## src/rtl/io_map_pkg.sv

```systemverilog
// Shared I/O window definitions: register offsets and debounce FSM encoding.
// Latency: n/a (package only).
// Backpressure: n/a.
// Contents: OFF_* word offsets (also decoded by the hub), db_state_t, status_word().
package io_map_pkg;

    localparam logic [1:0] OFF_SW_LEVEL  = 2'd0;
    localparam logic [1:0] OFF_KEY_LEVEL = 2'd1;
    localparam logic [1:0] OFF_KEY_EVT   = 2'd2;
    localparam logic [1:0] OFF_STATUS    = 2'd3;

    typedef enum logic {
        DB_STABLE   = 1'b0,
        DB_CHANGING = 1'b1
    } db_state_t;

    // STATUS register: {16'h0, NSW[7:0], NKEY[7:0]}
    function automatic logic [31:0] status_word(input int nsw, input int nkey);
        return {16'h0000, 8'(nsw), 8'(nkey)};
    endfunction

endpackage

```

## src/rtl/io_key_sw_input_if.sv

```systemverilog
// Hub read port of the key/switch block: read strobe + word offset in, data + valid out.
// Latency: rdata/rvalid arrive one cycle after rd.
// Backpressure: none; one read accepted every cycle.
// Signals: rd (strobe), rd_off (word offset), rdata (32-bit data), rvalid (1-cycle pulse).
interface io_key_sw_input_if;
    logic        rd;
    logic [1:0]  rd_off;
    logic [31:0] rdata;
    logic        rvalid;

    modport master (output rd, output rd_off, input rdata, input rvalid);
    modport slave  (input rd, input rd_off, output rdata, output rvalid);
endinterface

```

## src/rtl/io_key_sw_input_debounce_bit.sv

```systemverilog
// Single-bit 2-flop synchroniser + debounce FSM with registered rising-edge pulse.
// Latency: a held change reaches level DEBOUNCE_CYCLES edges after it leaves the synchroniser.
// Backpressure: none.
// Ports: clock, reset (sync, active-high), din_async (raw pad), level (debounced, 1 = active), rise (1-cycle 0->1 pulse).
module debounce_bit
    import io_map_pkg::*;
#(
    parameter int DEBOUNCE_CYCLES = 500000,
    parameter bit ACTIVE_LOW      = 1'b0
) (
    input  logic clock,
    input  logic reset,
    input  logic din_async,
    output logic level,
    output logic rise
);
    localparam int              CW       = $clog2(DEBOUNCE_CYCLES);
    localparam logic [CW-1:0]   CNT_LAST = CW'(DEBOUNCE_CYCLES - 1);

    logic          r_sync1;
    logic          r_sync2;
    logic          w_sync;
    db_state_t     r_state;
    db_state_t     w_state_nxt;
    logic [CW-1:0] r_cnt;
    logic [CW-1:0] w_cnt_nxt;
    logic          r_level;
    logic          w_level_nxt;
    logic          r_rise;
    logic          w_rise_nxt;

    // Synchroniser resets to the pad's idle level so nothing looks like a change after reset.
    always_ff @(posedge clock) begin
        if (reset) begin
            r_sync1 <= ACTIVE_LOW;
            r_sync2 <= ACTIVE_LOW;
        end else begin
            r_sync1 <= din_async;
            r_sync2 <= r_sync1;
        end
    end

    // Polarity is normalised after the synchroniser: internal 1 = active.
    assign w_sync = r_sync2 ^ ACTIVE_LOW;

    always_comb begin
        w_state_nxt = r_state;
        w_cnt_nxt   = r_cnt;
        w_level_nxt = r_level;
        w_rise_nxt  = 1'b0;
        unique case (r_state)
            DB_STABLE: begin
                if (w_sync != r_level) begin
                    w_state_nxt = DB_CHANGING;
                    w_cnt_nxt   = CW'(1);
                end
            end
            DB_CHANGING: begin
                if (w_sync == r_level) begin
                    // glitch: input returned before the hold time elapsed
                    w_state_nxt = DB_STABLE;
                    w_cnt_nxt   = '0;
                end else if (r_cnt == CNT_LAST) begin
                    w_level_nxt = w_sync;
                    w_rise_nxt  = w_sync;
                    w_state_nxt = DB_STABLE;
                    w_cnt_nxt   = '0;
                end else begin
                    w_cnt_nxt   = r_cnt + CW'(1);
                end
            end
            default: begin
                w_state_nxt = DB_STABLE;
                w_cnt_nxt   = '0;
            end
        endcase
    end

    always_ff @(posedge clock) begin
        if (reset) begin
            r_state <= DB_STABLE;
            r_cnt   <= '0;
            r_level <= 1'b0;
            r_rise  <= 1'b0;
        end else begin
            r_state <= w_state_nxt;
            r_cnt   <= w_cnt_nxt;
            r_level <= w_level_nxt;
            r_rise  <= w_rise_nxt;
        end
    end

    assign level = r_level;
    assign rise  = r_rise;

endmodule

```

## src/rtl/io_key_sw_input.sv

```systemverilog
// Debounced KEY/SW input peripheral on the hub I/O window, with sticky clear-on-read key-press events.
// Latency: read data/valid one cycle after rd; pad change visible DEBOUNCE_CYCLES+2 edges later.
// Backpressure: none; back-to-back reads are accepted every cycle.
// Ports: clock, reset (sync, active-high), key_n[NKEY] (active-low pads), sw[NSW], bus (slave read port), key_irq.
module io_key_sw_input
    import io_map_pkg::*;
#(
    parameter int NKEY            = 4,
    parameter int NSW             = 10,
    parameter int DEBOUNCE_CYCLES = 500000
) (
    input  logic                clock,
    input  logic                reset,
    input  logic [NKEY-1:0]     key_n,
    input  logic [NSW-1:0]      sw,
    io_key_sw_input_if.slave    bus,
    output logic                key_irq
);
    logic [NKEY-1:0] w_key_level;
    logic [NKEY-1:0] w_key_rise;
    logic [NSW-1:0]  w_sw_level;
    logic [NSW-1:0]  w_sw_rise_unused;
    logic [NKEY-1:0] r_evt;
    logic [NKEY-1:0] w_evt_nxt;
    logic            w_evt_clr;
    logic [31:0]     w_rd_sel;
    logic [31:0]     r_rdata;
    logic            r_rvalid;
    logic            r_key_irq;

    for (genvar g = 0; g < NKEY; g++) begin : g_key
        debounce_bit #(
            .DEBOUNCE_CYCLES (DEBOUNCE_CYCLES),
            .ACTIVE_LOW      (1'b1)
        ) u_db (
            .clock     (clock),
            .reset     (reset),
            .din_async (key_n[g]),
            .level     (w_key_level[g]),
            .rise      (w_key_rise[g])
        );
    end

    for (genvar g = 0; g < NSW; g++) begin : g_sw
        debounce_bit #(
            .DEBOUNCE_CYCLES (DEBOUNCE_CYCLES),
            .ACTIVE_LOW      (1'b0)
        ) u_db (
            .clock     (clock),
            .reset     (reset),
            .din_async (sw[g]),
            .level     (w_sw_level[g]),
            .rise      (w_sw_rise_unused[g])
        );
    end

    always_comb begin
        w_rd_sel = '0;
        unique case (bus.rd_off)
            OFF_SW_LEVEL:  w_rd_sel = 32'(w_sw_level);
            OFF_KEY_LEVEL: w_rd_sel = 32'(w_key_level);
            OFF_KEY_EVT:   w_rd_sel = 32'(r_evt);
            OFF_STATUS:    w_rd_sel = status_word(NSW, NKEY);
            default:       w_rd_sel = '0;
        endcase
    end

    // A clearing read reloads evt with this cycle's rises, so a press that
    // coincides with the read survives for the next access.
    assign w_evt_clr = bus.rd && (bus.rd_off == OFF_KEY_EVT);
    assign w_evt_nxt = w_evt_clr ? w_key_rise : (r_evt | w_key_rise);

    always_ff @(posedge clock) begin
        if (reset) begin
            r_evt     <= '0;
            r_rdata   <= '0;
            r_rvalid  <= 1'b0;
            r_key_irq <= 1'b0;
        end else begin
            r_evt     <= w_evt_nxt;
            r_key_irq <= |w_evt_nxt;
            r_rvalid  <= bus.rd;
            if (bus.rd) begin
                r_rdata <= w_rd_sel;
            end
        end
    end

    assign bus.rdata  = r_rdata;
    assign bus.rvalid = r_rvalid;
    assign key_irq    = r_key_irq;

endmodule

```

## src/flat_wrapper.sv

```systemverilog
// flat-port wrapper written by rule: the top's interface ports become plain ports
module io_key_sw_input_flat import io_map_pkg::*;
#(
    parameter int NKEY            = 4,
    parameter int NSW             = 10,
    parameter int DEBOUNCE_CYCLES = 500000
)
  (clock, reset, key_n, sw, key_irq, bus_rd, bus_rd_off, bus_rdata, bus_rvalid);
  io_key_sw_input_if bus_i ();
  input  logic clock;
  input  logic reset;
  input  logic [NKEY-1:0] key_n;
  input  logic [NSW-1:0] sw;
  output logic key_irq;
  input wire logic [$bits(bus_i.rd)-1:0] bus_rd;
  input wire logic [$bits(bus_i.rd_off)-1:0] bus_rd_off;
  output wire logic [$bits(bus_i.rdata)-1:0] bus_rdata;
  output wire logic [$bits(bus_i.rvalid)-1:0] bus_rvalid;
  assign bus_i.rd = bus_rd;
  assign bus_i.rd_off = bus_rd_off;
  assign bus_rdata = bus_i.rdata;
  assign bus_rvalid = bus_i.rvalid;
  io_key_sw_input #(.NKEY(NKEY), .NSW(NSW), .DEBOUNCE_CYCLES(DEBOUNCE_CYCLES)) u_core (.clock(clock), .reset(reset), .key_n(key_n), .sw(sw), .bus(bus_i), .key_irq(key_irq));
endmodule
```

## config.mk

```make
export PLATFORM = sky130hd
export DESIGN_NAME = io_key_sw_input_flat
export DESIGN_NICKNAME = d
export VERILOG_FILES = /design/src/rtl/io_map_pkg.sv /design/src/rtl/io_key_sw_input_if.sv /design/src/rtl/io_key_sw_input_debounce_bit.sv /design/src/rtl/io_key_sw_input.sv /design/src/flat_wrapper.sv
export SDC_FILE = /design/constraint.sdc
export NUM_CORES = 1
export LEC_CHECK = 0
export CAP_MARGIN = 20
export CORE_MARGIN = 1
export CORE_UTILIZATION = 62
export DETAILED_ROUTE_END_ITERATION = 7
export GPL_TIMING_DRIVEN = 0
export PLACE_DENSITY_LB_ADDON = 0.1
export SYNTH_ARGS = -nofsm -noshare
export SYNTH_HDL_FRONTEND = slang
export SYNTH_SLANG_ARGS = --single-unit
```

## constraint.sdc

```tcl
create_clock -name clock -period 2.4 [get_ports clock]
set_input_delay 0.48 -clock clock [delete_from_list [all_inputs] [get_ports clock]]
set_output_delay 0.48 -clock clock [all_outputs]
set_load 0.05 [all_outputs]
```

==> results list <==
- The run finished, with violations left.
* Failing checks: negative setup slack
- Clock tree from TritonCTS: built
- For the pin with the worst max-slew slack, the measured transition is 1.08 ns.
- The critical path is of the in -> reg type.
* Timing startpoint of the critical path: reset
- The via count of the first global-routing pass came to 14400.
- Layout cell share with drive strength beyond 1: 7.65%
* Crit path required time: ~2.8 ns
- Setup slack on the critical path of the routed design comes to -0.0912 ns.
* Clk sinks: 343
- Hold path startpoint: bus_rd_off[1]
- Detailed-placement wirelength estimate: 27800 µm
- Along the worst path, the maximum fanout reaches 10.
- After clock tree synthesis, the clock-pin slew on the worst setup and hold paths is roughly 0.06 ns.
- The analysis attributes to cell leakage a power of 6.69 nW.
* Later-pin clock latency in the skew report: 0.52 ns
- Counting I/O delays and the setup requirement, the final critical path takes between 2 and 2.5 ns.
* Remaining routing DRC violations: 0
- For this design, the CTS-stage hold fixing added 0 buffers.
- The worst pin sits at a relative slew slack of 27.7%.
- Post-synthesis share of cell area spent on and, or, nand and nor gates: 29.9%
- Across the VDD grid, the largest voltage drop is 0.428 mV.
- Across the run, the number of max-cap violations was 0.
- Cell area after placement: 0.0176 mm²
* Worst setup slack after placement: -1.28 ns
- Total non-filler cell area in the finished layout: 0.0189 mm²
- Timing-limited maximum frequency: 401 MHz
- Post-Synth Adder-Cell Area: 1.04%
- Drt first-iter violations: 1257
* Most common cell after layout, fill and taps aside: dfxtp_1
- The first global-routing pass estimated roughly 68000 µm of wire.
- Setup crit end kind: flop
* Number of placement rows: 59
- Synthesis handed over a netlist of 2051 instances.
- Main synth FF type: dfxtp_1
* Number of distinct library cells after synthesis: 83
* Routed wire length: 41000 µm
- Number of flops mapped to enable cells by yosys: 0
- Counting cells, the worst reg-to-reg path comes to 7.
- In the routed layout, each cell is associated on average with a via count of 6.33.
- Setup repair after global routing could not meet its margin everywhere.
- The synthesized design contains 343 register bits.
* Pins Over Slew Limit: 0
* Buffers added on ports: 28
- Of the post-synthesis cell area, the part taken by muxes is 1.33%.
- Setup violations remaining at the end of the flow were counted as 27.
* Buffer cell driving the clock tree root: clkbuf_16
* Synthesized-area fraction occupied by ao, oa, aoi and oai cells: 19.8%
- After synthesis, the share of flip-flops with an asynchronous set or reset is 0%.
- Initial Util: 63.9%
- CTS Buffer Depth: 3
- In this run, CTS created clock tree buffers numbering 37.
- By area, the combinational part of the netlist is dominated by simple AND/OR/NAND/NOR gates.
- A synthesized cell averages about 8.2 µm².
- Across all layers, the routed design uses 15900 vias.
- Width of the chip: 167 µm
* Count of boundary I/O pins: 53
- The share of the Yosys chip area taken by registers is 40.8%.
* Number of antenna-violating nets in the routed design: 0
- Summing the areas of all xor and xnor instances in the mapped netlist gives 3.02% of the synthesized area.
- Clock skew on the completed layout was measured at 0.0110 ns.
* Cell area power density: 629 mW/mm²
* Number of iterations in the first detailed-routing pass: 5
- Kind of launch point of the worst setup path: input pin
* CTS HTree Levels: 2
- Counting tap cells, the placed design contains a total of 2434 instances.
- After floorplanning, the core was sized to cover 0.0264 mm².
- The min-delay analysis places its worst path in the category in -> reg.
- NumNets Final: ~2200
- Most frequent cells in the layout: dfxtp_1, nand2_1, nand3_1, a21oi_1, nor2_1
* Die Ht: 167 µm
- Yosys Warn Count: 0
* Number of cells traversed by the worst hold path: 3
* Global route overflow: 0
- Post-DR wirelength/cell: 16.4 µm
- The number of endpoints with negative hold slack in the final report came to 0.
- For the worst setup path, the data arrival time is 2.88 ns.
- Summing every instance area after synthesis gives 0.0168 mm².
- Largest net degree at the start of global routing: 15
* Period utilisation layout: 104%
* Number of antenna violations at the first check in global routing: 0
* Routability cong.: between 0.9 and 1
* Area growth from synthesis to layout: 12.5%
- The die covers 0.0278 mm².
- At the end of the flow the core is filled with cells to between 70% and 80%.
* R2R Path Start: u_core.g_sw[2].u_db.r_cnt[5]
* Fin Setup TNS: -0.727 ns
- For this run, the total global-route usage over all layers was measured as approximately 29%.
- Filler-free cell count of the finished design: 2505
## sequential cells by signal, summed over array words and instances, names as in the netlist, 10 cells and up
name                      cells
u_core.bus.rdata             11
u_core.g_sw.u_db.r_state     10
u_core.g_sw.u_db.level       10
u_core.g_key.u_db.r_cnt      76
u_core.g_sw.u_db.r_sync2     10
u_core.g_sw.u_db.r_cnt      190
u_core.g_sw.u_db.r_sync1     10
## kinds of logic after synthesis
family / after synthesis
XOR/XNOR: 58
AO/OA/AOI/OAI: 515
other: 1
multiplexers: 22
AND/OR/NAND/NOR: 947
buffers and inverters: 151
adder cells (fa/ha/maj): 14
flip-flops: 343
## worst max-delay path, cell delays in order
cell      delay, ns
clkbuf_1       0.45
clkbuf_2       0.53
clkbuf_2       0.41
clkbuf_1       0.42
clkbuf_2       0.46
nor2_1         0.11
## repair_timing
action	in CTS	in global routing
gates resized for setup	13	24
setup buffers	0	4
setup endpoints to repair	145	134
pin swaps	0	2
## layer usage
| metal | track usage (%) | part of all wire [%] | vias to the layer above |
|---|---|---|---|
| met5 | 0 | 0 | - |
| met4 | 10.6 | 2.4 | 0 |
| met3 | 4.25 | 5.4 | 75 |
| met2 | 49.1 | 48 | 473 |
| met1 | 37.6 | 44 | 7501 |
| li1 | - | - | 7801 |
## cells in the mapped netlist, types with 30 or more instances
| cell | instances | area [µm²] |
|---|---|---|
| xor2_1 | 32 | 280 |
| dfxtp_1 | 343 | 6870 |
| o21ai_0 | 97 | 485 |
| nor3_1 | 56 | 280 |
| a31oi_1 | 94 | 588 |
| nand2_1 | 244 | 916 |
| a21oi_1 | 133 | 666 |
| clkbuf_1 | 62 | 233 |
| and3_1 | 48 | 300 |
| a22o_1 | 30 | 263 |
| nor2_1 | 132 | 495 |
| nand3_1 | 157 | 786 |
| nand4_1 | 57 | 357 |
| or3_1 | 33 | 206 |
| inv_1 | 50 | 188 |
| and4_1 | 34 | 298 |
## final cells by class
type / count / area (µm²)
antenna: 1 / 2.50
buffer: 100 / 512
clock buffer: 50 / 1030
clock inverter: 12 / 144
fill: 2050 / 7410
inverter: 50 / 188
multi-input combinational: 1577 / 9430
sequential: 343 / 6870
tap: 335 / 419
timing repair buffer: 37 / 343
## final timing paths
| check | slack [ns] | to |
|---|---|---|
| max | -0.09 | u_core.g_sw[4].u_db.r_cnt[4] |
| max reg2reg | 0.07 | u_core.g_sw[2].u_db.r_cnt[9] |
| min reg2reg | 0.41 | u_core.g_key[1].u_db.r_sync2 |
| min | 0.37 | u_core.bus.rdata[9] |
## report_power, final
group	switching (mW)	internal, mW	total [mW]
clock network	2.26	3.34	5.60
registers	0.0427	5.74	5.79
logic	0.372	0.162	0.534
## metrics by stage
| step | hold WS (ns) | total power [mW] |
|---|---|---|
| 2_1_floorplan | 0.389 | 6.26 |
| 3_3_place_gp | 0.397 | 6.41 |
| 3_5_place_dp | 0.396 | 6.42 |
| 4_1_cts | 0.357 | 12.0 |
| 5_1_grt | 0.402 | 12.3 |
| 6_report | 0.374 | 11.9 |
No activity file was read; power rests on OpenSTA's default activity.
